File: config.mk
export PLATFORM = sky130hd
export DESIGN_NAME = shape_prep_sequencer
export DESIGN_NICKNAME = d
export VERILOG_FILES = /design/src/rtl/prep_pkg.sv /design/src/rtl/prep_latency_counter.sv /design/src/rtl/shape_prep_sequencer.sv
export SDC_FILE = /design/constraint.sdc
export NUM_CORES = 1
export LEC_CHECK = 0
export ABC_AREA = 1
export BUFFER_PORTS_ARGS = -buffer_cell sky130_fd_sc_hd__buf_4
export CAP_MARGIN = 20
export CORE_AREA = 2 2 162 164
export DETAILED_ROUTE_END_ITERATION = 7
export DIE_AREA = 0 0 164 166
export PLACE_DENSITY = 0.6
export SYNTH_ARGS = -nofsm -noshare
export SYNTH_HDL_FRONTEND = slang
export SYNTH_SLANG_ARGS = --single-unit
File: constraint.sdc
create_clock -name clk -period 1.95 [get_ports clk]
set_clock_uncertainty 0.1 [all_clocks]
set_input_delay 0.39 -clock clk [delete_from_list [all_inputs] [get_ports clk]]
set_output_delay 0.39 -clock clk [all_outputs]
set_load 0.005 [all_outputs]
File: src/rtl/prep_pkg.sv
// Shared types and constants for the shape pre-processing sequencer.
// Latency: n/a (package only).
// Backpressure: n/a.
package prep_pkg;

  // Sequencer states
  typedef enum logic [2:0] {
    ST_IDLE,
    ST_SCAN,
    ST_FETCH,
    ST_WAIT,
    ST_WRITE,
    ST_DONE
  } prep_state_t;

  // 800x600@60 timing: 1056 pixel clocks per line, 28 blanking lines.
  // A full pass must fit in the vertical blank between endframe and newframe.
  localparam int PREP_H_TOTAL       = 1056;
  localparam int PREP_VBLANK_LINES  = 28;
  localparam int PREP_VBLANK_CYCLES = PREP_H_TOTAL * PREP_VBLANK_LINES;

  // Largest datapath latency the sequencer is expected to wait out.
  localparam int PREP_LAT_MAX = 64;

  // Slot id width; never narrower than one bit.
  function automatic int prep_idw(input int n);
    return (n > 1) ? $clog2(n) : 1;
  endfunction

endpackage

File: src/rtl/prep_latency_counter.sv
// Purpose: down-counter that times the external trig/rotate datapath latency.
// Latency: o_expire rises LAT-1 enabled cycles after i_load (LAT enabled cycles incl. the expiring one).
// Backpressure: none; i_en simply holds the count.
// Ports: clk/rst (sync, active-high), i_load reloads LAT-1, i_en counts down,
//        o_expire is high when the count has reached zero.
module prep_latency_counter #(
  parameter int LAT = 4
) (
  input  logic clk,
  input  logic rst,
  input  logic i_load,
  input  logic i_en,
  output logic o_expire
);

  localparam int CW = (LAT > 1) ? $clog2(LAT) : 1;
  localparam logic [CW-1:0] LOAD_VAL = CW'(LAT - 1);

  logic [CW-1:0] r_cnt;

  always_ff @(posedge clk) begin
    if (rst) begin
      r_cnt <= '0;
    end else if (i_load) begin
      r_cnt <= LOAD_VAL;
    end else if (i_en && (r_cnt != '0)) begin
      r_cnt <= r_cnt - 1'b1;
    end
  end

  assign o_expire = (r_cnt == '0);

endmodule

File: src/rtl/shape_prep_sequencer.sv
// Purpose: per-frame walk of the shape table; feeds each pending slot's angle/origin
//          to the external cos/sin/rotate datapath and writes sin/cos/ix/iy back.
// Latency: LAT+3 cycles per processed slot, 1 per skipped slot, +1 for DONE.
// Backpressure: none; a start while busy is dropped and flagged on the sticky overrun.
// Ports: clk/rst (sync, active-high); start/full begin a pass; dirty_set marks edited
//        slots; rd_* combinational slot fetch; calc_* datapath operands/results;
//        wr_* registered write-back; busy/done/overrun status.
module shape_prep_sequencer
  import prep_pkg::*;
#(
  parameter int MAXSHP = 16,
  parameter int INTW   = 16,
  parameter int FLTW   = 32,
  parameter int FRACW  = 16,
  parameter int LAT    = 4,
  parameter int IDW    = prep_idw(MAXSHP)
) (
  input  logic              clk,
  input  logic              rst,
  input  logic              start,
  input  logic              full,
  input  logic [MAXSHP-1:0] dirty_set,
  output logic [IDW-1:0]    rd_id,
  input  logic [INTW-1:0]   rd_angle,
  input  logic [INTW-1:0]   rd_x,
  input  logic [INTW-1:0]   rd_y,
  output logic [INTW-1:0]   calc_angle,
  output logic [FLTW-1:0]   calc_x0,
  output logic [FLTW-1:0]   calc_y0,
  input  logic [FLTW-1:0]   calc_sin,
  input  logic [FLTW-1:0]   calc_cos,
  input  logic [FLTW-1:0]   calc_ix,
  input  logic [FLTW-1:0]   calc_iy,
  output logic              wr_en,
  output logic [IDW-1:0]    wr_id,
  output logic [FLTW-1:0]   wr_sin,
  output logic [FLTW-1:0]   wr_cos,
  output logic [FLTW-1:0]   wr_ix,
  output logic [FLTW-1:0]   wr_iy,
  output logic              busy,
  output logic              done,
  output logic              overrun
);

  // Elaboration-time sanity checks
  if (MAXSHP < 2) begin : g_chk_maxshp
    $error("shape_prep_sequencer: MAXSHP must be >= 2");
  end
  if ((LAT < 1) || (LAT > PREP_LAT_MAX)) begin : g_chk_lat
    $error("shape_prep_sequencer: LAT out of range");
  end
  if (MAXSHP * (LAT + 3) + 1 > PREP_VBLANK_CYCLES) begin : g_chk_vblank
    $error("shape_prep_sequencer: full pass does not fit in the vertical blank");
  end
  if (FLTW < INTW + FRACW) begin : g_chk_fltw
    $error("shape_prep_sequencer: FLTW too narrow for {x, FRACW zeros}");
  end

  prep_state_t       r_state;
  prep_state_t       w_state_nxt;
  logic [IDW-1:0]    r_rd_id;
  logic [MAXSHP-1:0] r_pending;
  logic [MAXSHP-1:0] r_dirty;
  logic [INTW-1:0]   r_calc_angle;
  logic [FLTW-1:0]   r_calc_x0;
  logic [FLTW-1:0]   r_calc_y0;
  logic              r_wr_en;
  logic [IDW-1:0]    r_wr_id;
  logic [FLTW-1:0]   r_wr_sin;
  logic [FLTW-1:0]   r_wr_cos;
  logic [FLTW-1:0]   r_wr_ix;
  logic [FLTW-1:0]   r_wr_iy;
  logic              r_busy;
  logic              r_overrun;

  logic w_accept;   // start taken in IDLE
  logic w_fetch;    // latch datapath operands
  logic w_capture;  // latch datapath results, issue write next cycle
  logic w_rd_inc;   // advance to the next slot
  logic w_last;
  logic w_expire;

  assign w_last = (r_rd_id == IDW'(MAXSHP - 1));

  prep_latency_counter #(
    .LAT (LAT)
  ) u_lat_cnt (
    .clk      (clk),
    .rst      (rst),
    .i_load   (w_fetch),
    .i_en     (r_state == ST_WAIT),
    .o_expire (w_expire)
  );

  always_comb begin
    w_state_nxt = r_state;
    w_accept    = 1'b0;
    w_fetch     = 1'b0;
    w_capture   = 1'b0;
    w_rd_inc    = 1'b0;
    case (r_state)
      ST_IDLE: begin
        if (start) begin
          w_accept    = 1'b1;
          w_state_nxt = ST_SCAN;
        end
      end
      ST_SCAN: begin
        if (r_pending[r_rd_id]) begin
          w_state_nxt = ST_FETCH;
        end else if (w_last) begin
          w_state_nxt = ST_DONE;
        end else begin
          w_rd_inc = 1'b1;
        end
      end
      ST_FETCH: begin
        w_fetch     = 1'b1;
        w_state_nxt = ST_WAIT;
      end
      ST_WAIT: begin
        if (w_expire) begin
          w_capture   = 1'b1;
          w_state_nxt = ST_WRITE;
        end
      end
      ST_WRITE: begin
        if (w_last) begin
          w_state_nxt = ST_DONE;
        end else begin
          w_rd_inc    = 1'b1;
          w_state_nxt = ST_SCAN;
        end
      end
      ST_DONE: begin
        w_state_nxt = ST_IDLE;
      end
      default: begin
        w_state_nxt = ST_IDLE;
      end
    endcase
  end

  always_ff @(posedge clk) begin
    if (rst) begin
      r_state      <= ST_IDLE;
      r_rd_id      <= '0;
      r_pending    <= '0;
      r_dirty      <= '1;  // first pass after reset recomputes every slot
      r_calc_angle <= '0;
      r_calc_x0    <= '0;
      r_calc_y0    <= '0;
      r_wr_en      <= 1'b0;
      r_wr_id      <= '0;
      r_wr_sin     <= '0;
      r_wr_cos     <= '0;
      r_wr_ix      <= '0;
      r_wr_iy      <= '0;
      r_busy       <= 1'b0;
      r_overrun    <= 1'b0;
    end else begin
      r_state <= w_state_nxt;
      r_wr_en <= w_capture;

      // Edits in the start cycle are both consumed now and kept for next pass;
      // edits at any other time accumulate, even for slots already written.
      r_dirty <= w_accept ? dirty_set : (r_dirty | dirty_set);

      if (start && (r_state != ST_IDLE)) begin
        r_overrun <= 1'b1;
      end

      if (w_accept) begin
        r_pending <= full ? '1 : (r_dirty | dirty_set);
        r_rd_id   <= '0;
        r_busy    <= 1'b1;
      end

      if (w_rd_inc) begin
        r_rd_id <= r_rd_id + 1'b1;
      end

      if (w_fetch) begin
        r_calc_angle <= rd_angle;
        r_calc_x0    <= FLTW'(rd_x) << FRACW;
        r_calc_y0    <= FLTW'(rd_y) << FRACW;
      end

      if (w_capture) begin
        r_wr_id  <= r_rd_id;
        r_wr_sin <= calc_sin;
        r_wr_cos <= calc_cos;
        r_wr_ix  <= calc_ix;
        r_wr_iy  <= calc_iy;
      end

      if (r_state == ST_WRITE) begin
        r_pending[r_rd_id] <= 1'b0;
      end

      if (r_state == ST_DONE) begin
        r_busy <= 1'b0;
      end
    end
  end

  assign rd_id      = r_rd_id;
  assign calc_angle = r_calc_angle;
  assign calc_x0    = r_calc_x0;
  assign calc_y0    = r_calc_y0;
  assign wr_en      = r_wr_en;
  assign wr_id      = r_wr_id;
  assign wr_sin     = r_wr_sin;
  assign wr_cos     = r_wr_cos;
  assign wr_ix      = r_wr_ix;
  assign wr_iy      = r_wr_iy;
  assign busy       = r_busy;
  assign done       = (r_state == ST_DONE);
  assign overrun    = r_overrun;

endmodule

# Word level (Yosys, flattened, before mapping)
# Cells that the tools add are included.
# classes
n_addsub,2
magnitude_cmp,2
eq_ne,9
n_mux,27
n_bitwise,3
reduce_logical,11
# op_table
operator,count
two-way mux 16 bit,5
AND 16 bit,1
inverter 16 bit,1
bitwise OR 16 bit,1
two-way mux 3 bit,5
one-hot mux 3 bit (5 select lines),1
two-way mux 1 bit,9
two-way mux 4 bit,2
"equality test 3 x 2 -> 1 bit, second input constant",2
"equality test 3 bit, second input constant",2
nonzero test 2 bit,3
"less-than comparator 4 x 5 -> 1 bit, second input constant",1
"adder 4 x 1 -> 4 bit, second input constant",1
binary-select mux 1 bit (select 4 bit),1
demux 1 bit (select 4 bit),1
"equality test 4 bit, second input constant",1
">= comparator 4 x 1 -> 1 bit, second input constant",1
two-way mux 2 bit,2
"!= test 2 bit, second input constant",2
"equality test 3 x 1 -> 1 bit, second input constant",1
logical AND 1 bit,3
zero test 3 bit,1
"!= test 3 bit, second input constant",1
AND reduction 3 bit,1
other kinds (5),5
# totals
register_bits,224
input_bits,196
output_inout_bits,220
elab_cells,70

# Logic depth before layout (Yosys ltp)
# Gate-level depths: netlist (run 1).
# depth
depth_word,7
depth_mapped,11
mapped_depth_nobuf,11

# By module
# A second synthesis (run 1) with hierarchy kept.
# unflattened
hier_cells,1107
area_unflattened_um2,8642.0
# by_module_without_submodules
mod,n_inst,cells_each,area_each_um2,seq_area_each_um2
shape_prep_sequencer,1,1090,8528.2,4444.3
prep_latency_counter,1,17,113.9,40.0

# Worst setup path after synthesis (run 1)
# No wires, ideal clock.
# synth_path
path_kind,register -> register
startpoint,"reg r_rd_id[1], in the netlist rd_id[1]"
endpoint,"reg r_rd_id[0], in the netlist rd_id[0]"
setup_time_ps,70
t_arrival_ps,1422
t_required_ps,1780
setup_slack_ps,358
stages_incl_launch_ff,12
path_buffers,1
synth_period_minus_slack_ps,1592
cell_sequence,dfxtp_1 buf_2 inv_1 nand3_1 nand2_1 nand2_1 nand2_1 nor2_1 nand3_2 nand2_1 nand2_1 a21oi_1
# synth_via
elab_chain_len,5
word_cells_on_any_way,8
cone_classes,eq/ne (1); mux (6); reduce/logical (1)
# synth_rtl
item,line_no,rtl
"start, declared",shape_prep_sequencer.sv:61,logic [IDW-1:0] r_rd_id;
"start signal, assigned",shape_prep_sequencer.sv:180,r_rd_id <= r_rd_id + 1'b1;
binary-select mux 1 bit (select 4 bit) or equality test 4 bit (tied branches),"shape_prep_sequencer.sv:109, shape_prep_sequencer.sv:83",
two-way mux 1 bit (on tied branches),"shape_prep_sequencer.sv:109, shape_prep_sequencer.sv:111, shape_prep_sequencer.sv:128",
two-way mux 1 bit,shape_prep_sequencer.sv:109,if (r_pending[r_rd_id]) begin
one-hot mux 1 bit (2 select lines) (*),shape_prep_sequencer.sv:101,case (r_state)
two-way mux 4 bit or nonzero test 2 bit (tied branches),n/a,
# Mark *: on every way between the ends. The rest lies on a longest branch, timed or not. The select of a mux whose other input is x is not followed.
# A chain may end at the register's enable or synchronous reset.

# Worst setup path in the final report (run 1)
# layout_path
startpoint,reg r_state[2]
endpoint,out done
# layout_via
elab_chain_len,1
# layout_rtl
item,line_no,rtl
"start, declared",shape_prep_sequencer.sv:59,prep_state_t r_state;
"start signal, assigned",shape_prep_sequencer.sv:162,r_state <= w_state_nxt;
equality test 3 bit,shape_prep_sequencer.sv:218,assign done = (r_state == ST_DONE);
"end, declared",shape_prep_sequencer.sv:41,"output logic done,"
# Every way passes these cells.

==> results of run 1 <==
[worst max-delay path, delay by kind of cell (launching register included)]
kind | cells | cell delay, ps
DFF | 1 | 410
and+or+nand+nor | 1 | 160
buffers and inverters | 2 | 230
[how the worst max path moves through the flow]
stage | slack [ps] | startpoint | depth (start not counted) | end
2_1_floorplan | 360 | rd_id[1] | 11 | rd_id[0]
3_3_place_gp | 230 | r_state[0] | 7 | wr_cos[9]
3_5_place_dp | 180 | r_state[0] | 7 | wr_sin[8]
4_1_cts | 30 | r_state[1] | 4 | done
5_1_grt | 0.5 | rd_id[0] | 11 | rd_id[0]
6_report | 140 | r_state[2] | 3 | done
[state kept, by name, summed over array words and instances (netlist names), 2 cells and up]
signal / cells
r_pending: 16
r_dirty: 16
wr_id: 4
rd_id: 4
calc_y0: 16
wr_ix: 32
wr_cos: 32
wr_iy: 32
calc_x0: 16
u_lat_cnt.r_cnt: 2
wr_sin: 32
calc_angle: 16
r_state: 3
[metal layers]
metal | GRT usage [%] | wire length, µm | vias up | part of all wire, %
met5 | 0 | 0 | - | 0
met3 | 5.694 | 2441 | 64 | 8.4
met1 | 24.25 | 11500 | 4051 | 40
met2 | 34.89 | 14020 | 349 | 48
met4 | 7.246 | 957 | 0 | 3.3
li1 | - | - | 4445 | -
[synthesized netlist by cell type, types with 5 or more instances]
cell      count
a211oi_1     15
a21oi_1     156
buf_2        21
buf_4        33
clkbuf_1     66
dfxtp_1     224
ha_1          5
inv_1        33
nand2_1     207
nand3_1     145
nor2_1      112
nor3_1        5
o21ai_0      51
o41ai_1      12
[stage by stage]
| stage | hold WS, ps | total power, mW | area, µm² |
|---|---|---|---|
| floorplan | 327.2 | 6.674 | 8727 |
| global placement | 336.1 | 7.957 | 11800 |
| detailed placement | 342.1 | 7.985 | 11800 |
| CTS | 8.188 | 13.21 | 13330 |
| global route | 28.80 | 13.76 | 13340 |
| finish | 38.07 | 13.06 | 13340 |
[what timing repair did]
| action | CTS | global route |
|---|---|---|
| endpoints found under the setup margin | 1 | 7 |
| hold buffers | 63 | 0 |
| hold endpoints to repair | 63 | 0 |
| resized for setup | 2 | 4 |
[power by group through the flow]
stage	Combinational [mW]	Clock (mW)	Sequential [mW]
finish	2.81	5.06	5.19
global route	3.12	5.40	5.23
CTS	2.83	5.20	5.18
detailed placement	2.71	0	5.27
global placement	2.70	0	5.26
floorplan	1.40	0	5.27
[logic make-up (layout without fill, tap and decap cells)]
group / count (synthesis) / count (layout) / share of synthesized area [%]
simple gates: 480 / 480 / 23.63
compound gates: 236 / 236 / 14.78
flops: 224 / 224 / 52.08
buf+inv: 156 / 552 / 8.544
fa+ha+maj: 5 / 5 / 0.7265
xor+xnor: 2 / 2 / 0.2035
other cells: 1 / 32 / 0.04355
[area by class of cell]
type	instances	area, µm²
fillers	2398	12280
flip-flops and latches	224	4487
repair buffers	471	3856
multi-input cells	755	3538
clock buffers	35	765.7
well taps	335	419.2
inverters	36	138.9
clock inverters	10	131.4
==> qor.csv, run 1 <==
metric,value,unit
min-delay worst type,primary input to flip-flop,
Worst Hold Launch,rd_y[2],
Hold Path Depth,3,
pin count of the biggest net entering global routing,157,
CTS buffer count,26,
VDD IR max,0.5697,mV
Die X,164,µm
largest area contributor in the synthesized netlist,dfxtp_1,
# port buffers,383,
first-pass GRT wire length,45.44,mm
placed cell count,1758,
Nets,1715,
crit path time final,1812,ps
setup_tns,0,ps
"CTS clk-pin slew, worst paths",60,ps
f_max,551.9,MHz
Tcrit/Tclk final,92.92,%
max-slew violations,0,
Boundary Pins,416,
htree depth,1,
CP max FO,5,
Post-DP HPWL,19.46,mm
RSZ-0062 raised after global routing,false,
DIE HEIGHT,166,µm
RR Startpoint,r_state[1],
syn_area_per_cell,7.800,µm²
worst slew pin tran,784.7,ps
Seq pwr share,39.7,%
"Setup violations, final",0,
CORE AREA,25620,µm²
sw frac,28.12,%
antenna-violating nets left,0,
Cells after Synth,1104,
clock tree from TritonCTS,built,
WHS Endpoint,calc_y0[18],
Synth area leaders,"dfxtp_1 52%, a21oi_1 9.1%, nand2_1 9.0%, nand3_1 8.4%, nor2_1 4.9%",
Vias/cell,4.774,
r2r endpoint,wr_ix[25],
"FF+latch count, synth",224,
Worst-Skew Late Latency,520,ps
Final Core Density,52.06,%
die area,27220,µm²
Area growth syn-to-layout,54.88,%
clock share of power,38.8,%
DRC,0,
detailed-route via count,8909,
r2r setup slk,180,ps
CP required,1460,ps
pre-CTS setup slack,179.6,ps
gpl congestion,0.8078,
R2R depth,7,
total gr overflow,0,
Max-slew headroom,47.68,%
prevailing post-synth register cell,dfxtp_1,
Post-Synthesis Cell Area,8611,µm²
P_leak,5.841,nW
Net Sw Power,3.672,mW
"most common cell after layout, fill and taps aside",buf_4,
share of the yosys chip area belonging to registers,52.08,%
status,completed,
slack of the critical path,138.1,ps
CP cell instances,"inv_1, nor2_2, buf_4",
clock tree buffer depth,3,
area share of the largest cell type after synthesis,52.08,%
Post CTS Setup Buffer Count,0,
CP Data Arrival Time,1320,ps
Setup crit end kind,output pin,
drt initial violations,501,
Post-synth EDFFs,0,
most frequent cells in the layout,"395 x buf_4, 222 x dfxtp_1, 205 x nand2_1",
Rows,59,
Setup crit start kind,flip-flop,
Post-Layout Cell Count,1866,
wire per inst,15.50,µm
clock sinks,224,
delay of the slowest cell on the worst path,410,ps
Pwr per Cell Area,979.0,nW/µm²
Power Internal,9.385,mW
Yosys warnings,0,
Unique masters post-synth,25,
Logic pwr share,21.5,%
slowest CP cell,dfxtp_2,
initial antenna violation count,0,
Initial Util,33.62,%
vias in the first global route,8673,
final hold violations,0,
max-cap check violation count,0,
Diodes inserted,0,
ys async rst share,0,%
critical path class,flip-flop to output pin,
First-pass DRT Iterations,4,
final wirelength,28.92,mm
layout cells sized above 1,30.31,%
GRT Total Usage,20.36,%
root buffer cell,clkbuf_16,
(Power assumes the default switching activity.)
==> inputs of run 2 (changes only) <==
- SETUP_SLACK_MARGIN: default -> 0.2
- SKIP_LAST_GASP: default -> 1
- clock period: 1.95 -> 1.8 ns (I/O delays scaled with it)
==> run 2 against run 1 <==
Compared with the run above: sequential cell count stayed put; worst setup slack worse by 53 ps; sequential share of layout area is 3.2 points lower; power is 13% higher; sequential power is 8.5% higher; count of clock-buffer cells in the layout is 3 lower; register-to-register slack worse by 30 ps; combinational power is 44% higher; highest routed layer unchanged.
==> qor.csv, run 2 (synthesis gave the netlist of run 1 again) <==
metric,value,unit,change
CP most frequent cell,buf_6,,
layout cells sized above 1,36.96,%,+6.7 points
min-delay worst type,primary input to flip-flop,,
Pwr per Cell Area,1001,nW/µm²,+2.3%
"Setup violations, final",0,,unchanged
Nets,1782,,+3.9%
initial antenna violation count,0,,unchanged
Die X,164,µm,unchanged
CTS buffer count,25,,-3.8%
final hold violations,0,,unchanged
most frequent cells in the layout,"402 x buf_4, 218 x dfxtp_1, 190 x nand2_1",,
worst slew pin tran,614.4,ps,-170.3 ps
CP required,1340,ps,-120 ps
Setup crit end kind,output pin,,
Diodes inserted,0,,unchanged
Worst-Skew Late Latency,520,ps,about the same
Vias/cell,4.906,,+2.8%
wire per inst,17.59,µm,+13%
first-pass GRT wire length,46.17,mm,+1.6%
DRC,0,,unchanged
# port buffers,383,,unchanged
Worst Hold Launch,calc_ix[2],,
clock tree buffer depth,3,,unchanged
Max-slew headroom,59.04,%,+11 points
CP Data Arrival Time,1250,ps,-70 ps
delay of the slowest cell on the worst path,350,ps,-60 ps
First-pass DRT Iterations,5,,+1
final wirelength,34.02,mm,+18%
r2r setup slk,150,ps,-30 ps
VDD IR max,0.7767,mV,+36%
gpl congestion,0.8120,,+0.52%
Rows,59,,unchanged
"CTS clk-pin slew, worst paths",60,ps,about the same
vias in the first global route,8774,,+1.2%
r2r endpoint,wr_iy[0],,
R2R depth,8,,+1
die area,27220,µm²,unchanged
root buffer cell,clkbuf_16,,
total gr overflow,0,,unchanged
CORE AREA,25620,µm²,unchanged
WHS Endpoint,wr_ix[2],,
drt initial violations,596,,+19%
Tcrit/Tclk final,95.24,%,
RR Startpoint,r_state[2],,
critical path class,flip-flop to output pin,,
status,completed,,
CP max FO,4,,-1
max-slew violations,0,,unchanged
max-cap check violation count,0,,unchanged
f_max,583.3,MHz,
final instance area,14790,µm²,+11%
crit path time final,1714,ps,
clock sinks,224,,unchanged
Area growth syn-to-layout,71.72,%,
Hold Path Depth,3,,unchanged
RSZ-0062 raised after global routing,true,,
placed inst area,11850,µm²,+0.47%
setup_tns,0,ps,unchanged
Post-DP HPWL,19.65,mm,+0.98%
Setup crit start kind,flip-flop,,
detailed-route via count,9489,,+6.5%
Boundary Pins,416,,unchanged
pin count of the biggest net entering global routing,103,,-34%
Initial Util,33.62,%,unchanged
P_leak,6.449,nW,+10%
slowest CP cell,dfxtp_2,,
antenna-violating nets left,0,,unchanged
DIE HEIGHT,166,µm,unchanged
GRT Total Usage,20.83,%,+0.47 points
"most common cell after layout, fill and taps aside",buf_4,,
clock tree from TritonCTS,built,,
CP cell instances,"buf_6, nand2_4, nor2_4, buf_6",,
htree depth,1,,unchanged
==> run 2: final cells by class <==
class,count,area [µm²]
clock buffers,32,691.9
well taps,335,419.2
inverters,36,142.6
multi-input cells,757,3989
repair buffers,537,4917
flip-flops and latches,224,4499
clock inverters,13,127.6
fillers,2281,10830
==> run 2: timing repair <==
| item | CTS | global route |
|---|---|---|
| gates cloned | 2 | 24 |
| pin swaps | 11 | 40 |
| hold endpoints to repair | 74 | 1 |
| gates resized for setup | 42 | 99 |
| hold buffers | 74 | 1 |
| buffers inserted | 12 | 9 |
| setup endpoints to repair | 140 | 161 |
==> run 2: worst max-delay path by stage <==
stage                   endpoint       start  slack, ps  cells after the start
floorplan               rd_id[0]    rd_id[1]        210                     11
global placement    r_pending[8]  r_state[0]        110                      7
detailed placement  r_pending[9]  r_state[0]         80                      7
CTS                         done  r_state[0]         40                      4
global route                done  r_state[2]         30                      4
finish                      done  r_state[0]         90                      4
==> run 2: through the flow <==
stage                     setup WS (ps)  power (mW)  std cells  hold slack (ps)  util, %
after floorplan                   208.0       7.230       1135            327.2        -
after global placement            109.4       8.591       1767            334.8    46.27
after detailed placement          83.67       8.619       1767            340.7    46.27
after CTS                         42.66       14.13       1900           0.1640    53.76
after global routing              27.88       15.50       1934          -0.7361    57.72
final                             85.60       14.81       1934           0.9563    57.72
==> run 2: where the power goes <==
part	internal [mW]	switching, mW
combinational	1.91	2.13
sequential	5.40	0.232
clock	3.00	2.14
total	10.3	4.50
==> run 2: critical path: cells and delay by family, from the launching register on <==
family	cells	cell delay, ps
AND/OR/NAND/NOR	2	170
flip-flops	1	350
buffers and inverters	2	220
==> run 2: routing by layer <==
layer / routed length, µm / up-vias / track usage, % / part of all wire (%)
met5: 0 / - / 0 / 0
met4: 1105 / 0 / 6.903 / 3.2
met3: 2653 / 80 / 5.894 / 7.8
met2: 16850 / 383 / 36.72 / 50
met1: 13410 / 4441 / 24.09 / 39
li1: - / 4585 / - / -
==> inputs of run 3 (changes only) <==
--- a/config.mk
+++ b/config.mk
@@ -13,2 +13,3 @@
 export DIE_AREA = 0 0 164 166
+export GPL_ROUTABILITY_DRIVEN = 0
 export PLACE_DENSITY = 0.6
--- a/constraint.sdc
+++ b/constraint.sdc
@@ -4,2 +4,2 @@
 set_output_delay 0.36 -clock clk [all_outputs]
-set_load 0.005 [all_outputs]
+set_load 0.05 [all_outputs]
==> run 3 against run 2 <==
Compared with the run above: combinational power increased by 32%; worst hold slack improved by 2.5 ps; power grew 11%; utilization increased by 0.82 points; clock power is 5.6% higher; cell area rose by 1.4%; maximum frequency down 4.1%; largest cell class unchanged.
==> qor.csv, run 3 (synthesis gave the netlist of run 1 again) <==
metric,value,unit,change
Nets,1799,,+0.95%
Power Internal,10.81,mW,+4.8%
R2R depth,8,,unchanged
final wirelength,35.29,mm,+3.7%
Rows,59,,unchanged
P_leak,6.547,nW,+1.5%
clock sinks,224,,unchanged
first-pass GRT wire length,46.78,mm,+1.3%
Initial Util,33.62,%,unchanged
Boundary Pins,416,,unchanged
Setup crit start kind,flip-flop,,
"Setup violations, final",0,,unchanged
Post-Layout Cell Count,1949,,+0.78%
slowest CP cell,dfxtp_2,,
pin count of the biggest net entering global routing,61,,-41%
met1 wire length,14.09,mm,+5.1%
detailed-route via count,9651,,+1.7%
Worst Hold Launch,calc_sin[8],,
CP max FO,2,,-2
Hold Path Depth,3,,unchanged
max-cap check violation count,0,,unchanged
sw frac,34.17,%,+3.8 points
Vias/cell,4.952,,+0.92%
CP cell instances,"buf_6, nand2_4, nor2_4, buf_8",,
Die X,164,µm,unchanged
die area,27220,µm²,unchanged
GRT Total Usage,21.07,%,+0.23 points
Worst-Skew Late Latency,530,ps,about the same
Setup crit end kind,output pin,,
CORE AREA,25620,µm²,unchanged
clock share of power,33.1,%,-1.6 points
r2r setup slk,70,ps,-80 ps
setup_tns,0,ps,unchanged
Filler Cell Count,2260,,-0.92%
CTS buffer count,26,,+4.0%
Area growth syn-to-layout,74.16,%,
Met2 Routed Length,17.43,mm,+3.5%
Pwr per Cell Area,1095,nW/µm²,+9.3%
DRC,0,,unchanged
# port buffers,383,,unchanged
placed cell count,1763,,-0.23%
register area,4507,µm²,+0.17%
critical path class,flip-flop to output pin,,
vias in the first global route,8892,,+1.3%
Tcrit/Tclk final,99.31,%,+4.1 points
initial antenna violation count,1,,+1
RR Startpoint,r_state[1],,
"most common cell after layout, fill and taps aside",buf_4,,
WHS Endpoint,wr_sin[8],,
Net Sw Power,5.609,mW,+25%
CP required,1340,ps,about the same
VDD IR max,0.9647,mV,+24%
layout cells sized above 1,37.01,%,+0.051 points
htree depth,1,,unchanged
footprint of the multi-input gates,3908,µm²,-2.0%
Final Core Density,58.55,%,+0.82 points
drt initial violations,476,,-20%
DR top layer,met4,,
clock tree buffer depth,3,,unchanged
status,completed,,
max-slew violations,0,,unchanged
r2r endpoint,wr_cos[22],,
antenna-violating nets left,0,,unchanged
DIE HEIGHT,166,µm,unchanged
total gr overflow,0,,unchanged
worst hold slack,3.490,ps,+2.534 ps
root buffer cell,clkbuf_16,,
crit path time final,1787,ps,+73.09 ps
"CTS clk-pin slew, worst paths",60,ps,about the same
Seq pwr share,34.4,%,-3.6 points
final instance area,15000,µm²,+1.4%
clock tree from TritonCTS,built,,
Post-DP HPWL,20.11,mm,+2.4%
most frequent cells in the layout,"402 x buf_4, 216 x dfxtp_1, 190 x nand2_1",,
CP Data Arrival Time,1330,ps,+80 ps
delay of the slowest cell on the worst path,350,ps,about the same
min-delay worst type,primary input to flip-flop,,
placed inst area,11880,µm²,+0.24%
Logic pwr share,32.6,%,+5.3 points
final hold violations,0,,unchanged
met3 wire length,2.634,mm,-0.72%
RSZ-0062 raised after global routing,true,,
f_max,559.4,MHz,-4.1%
First-pass DRT Iterations,7,,+2
wire per inst,18.10,µm,+2.9%
==> run 3: per-stage QoR <==
step / setup WS (ps) / power [mW]
after floorplan: 211.2 / 8.399
after global placement: 207.4 / 9.778
after detailed placement: 149.0 / 9.800
after CTS: -0.8552 / 15.52
after global routing: -33.50 / 17.11
final: 12.51 / 16.41
==> run 3: cell type report <==
type	instances	share of cell area (%)
inverters	36	0.9344
well taps	335	2.795
clock inverters	5	0.5256
diodes	1	0.01669
clock buffers	38	5.381
repair buffers	552	34.24
multi-input cells	758	26.06
flip-flops and latches	224	30.05
==> run 3: worst max path at each step <==
| stage | start | end | slack [ps] |
|---|---|---|---|
| 3_5_place_dp | r_state[2] | r_pending[2] | 150 |
| 6_report | r_state[0] | done | 10 |
| 5_1_grt | r_state[0] | done | -30 |
| 3_3_place_gp | r_state[2] | r_pending[3] | 210 |
| 2_1_floorplan | rd_id[1] | rd_id[3] | 210 |
| 4_1_cts | r_state[0] | done | -0.9 |
==> run 3: critical path: cells and delay by family, from the launching register on <==
kind	cells	cell delay (ps)
buffers and inverters	2	270
and+or+nand+nor	2	180
DFF	1	350
==> run 3: what timing repair did <==
item                                   4_1_cts  5_1_grt
buffers inserted                            11       20
resized for setup                           24       90
endpoints found under the hold margin       77        0
hold buffers                                77        0
pin swaps                                    6       38
setup endpoints to repair                   16      145
cloned                                       0       34
==> run 3: routing by layer <==
metal	global-route usage, %	up-vias
li1	-	4612
met1	24.46	4562
met5	0	-
met3	5.594	73
met4	7.666	0
met2	36.96	404
==> run 3: power by group through the flow <==
| stage | Clock [mW] | Combinational, mW | Sequential, mW |
|---|---|---|---|
| finish | 5.43 | 5.35 | 5.64 |
| global route | 5.74 | 5.68 | 5.68 |
| CTS | 5.53 | 4.37 | 5.62 |
| detailed placement | 0 | 4.07 | 5.73 |
| global placement | 0 | 4.06 | 5.72 |
| floorplan | 0 | 1.67 | 6.72 |
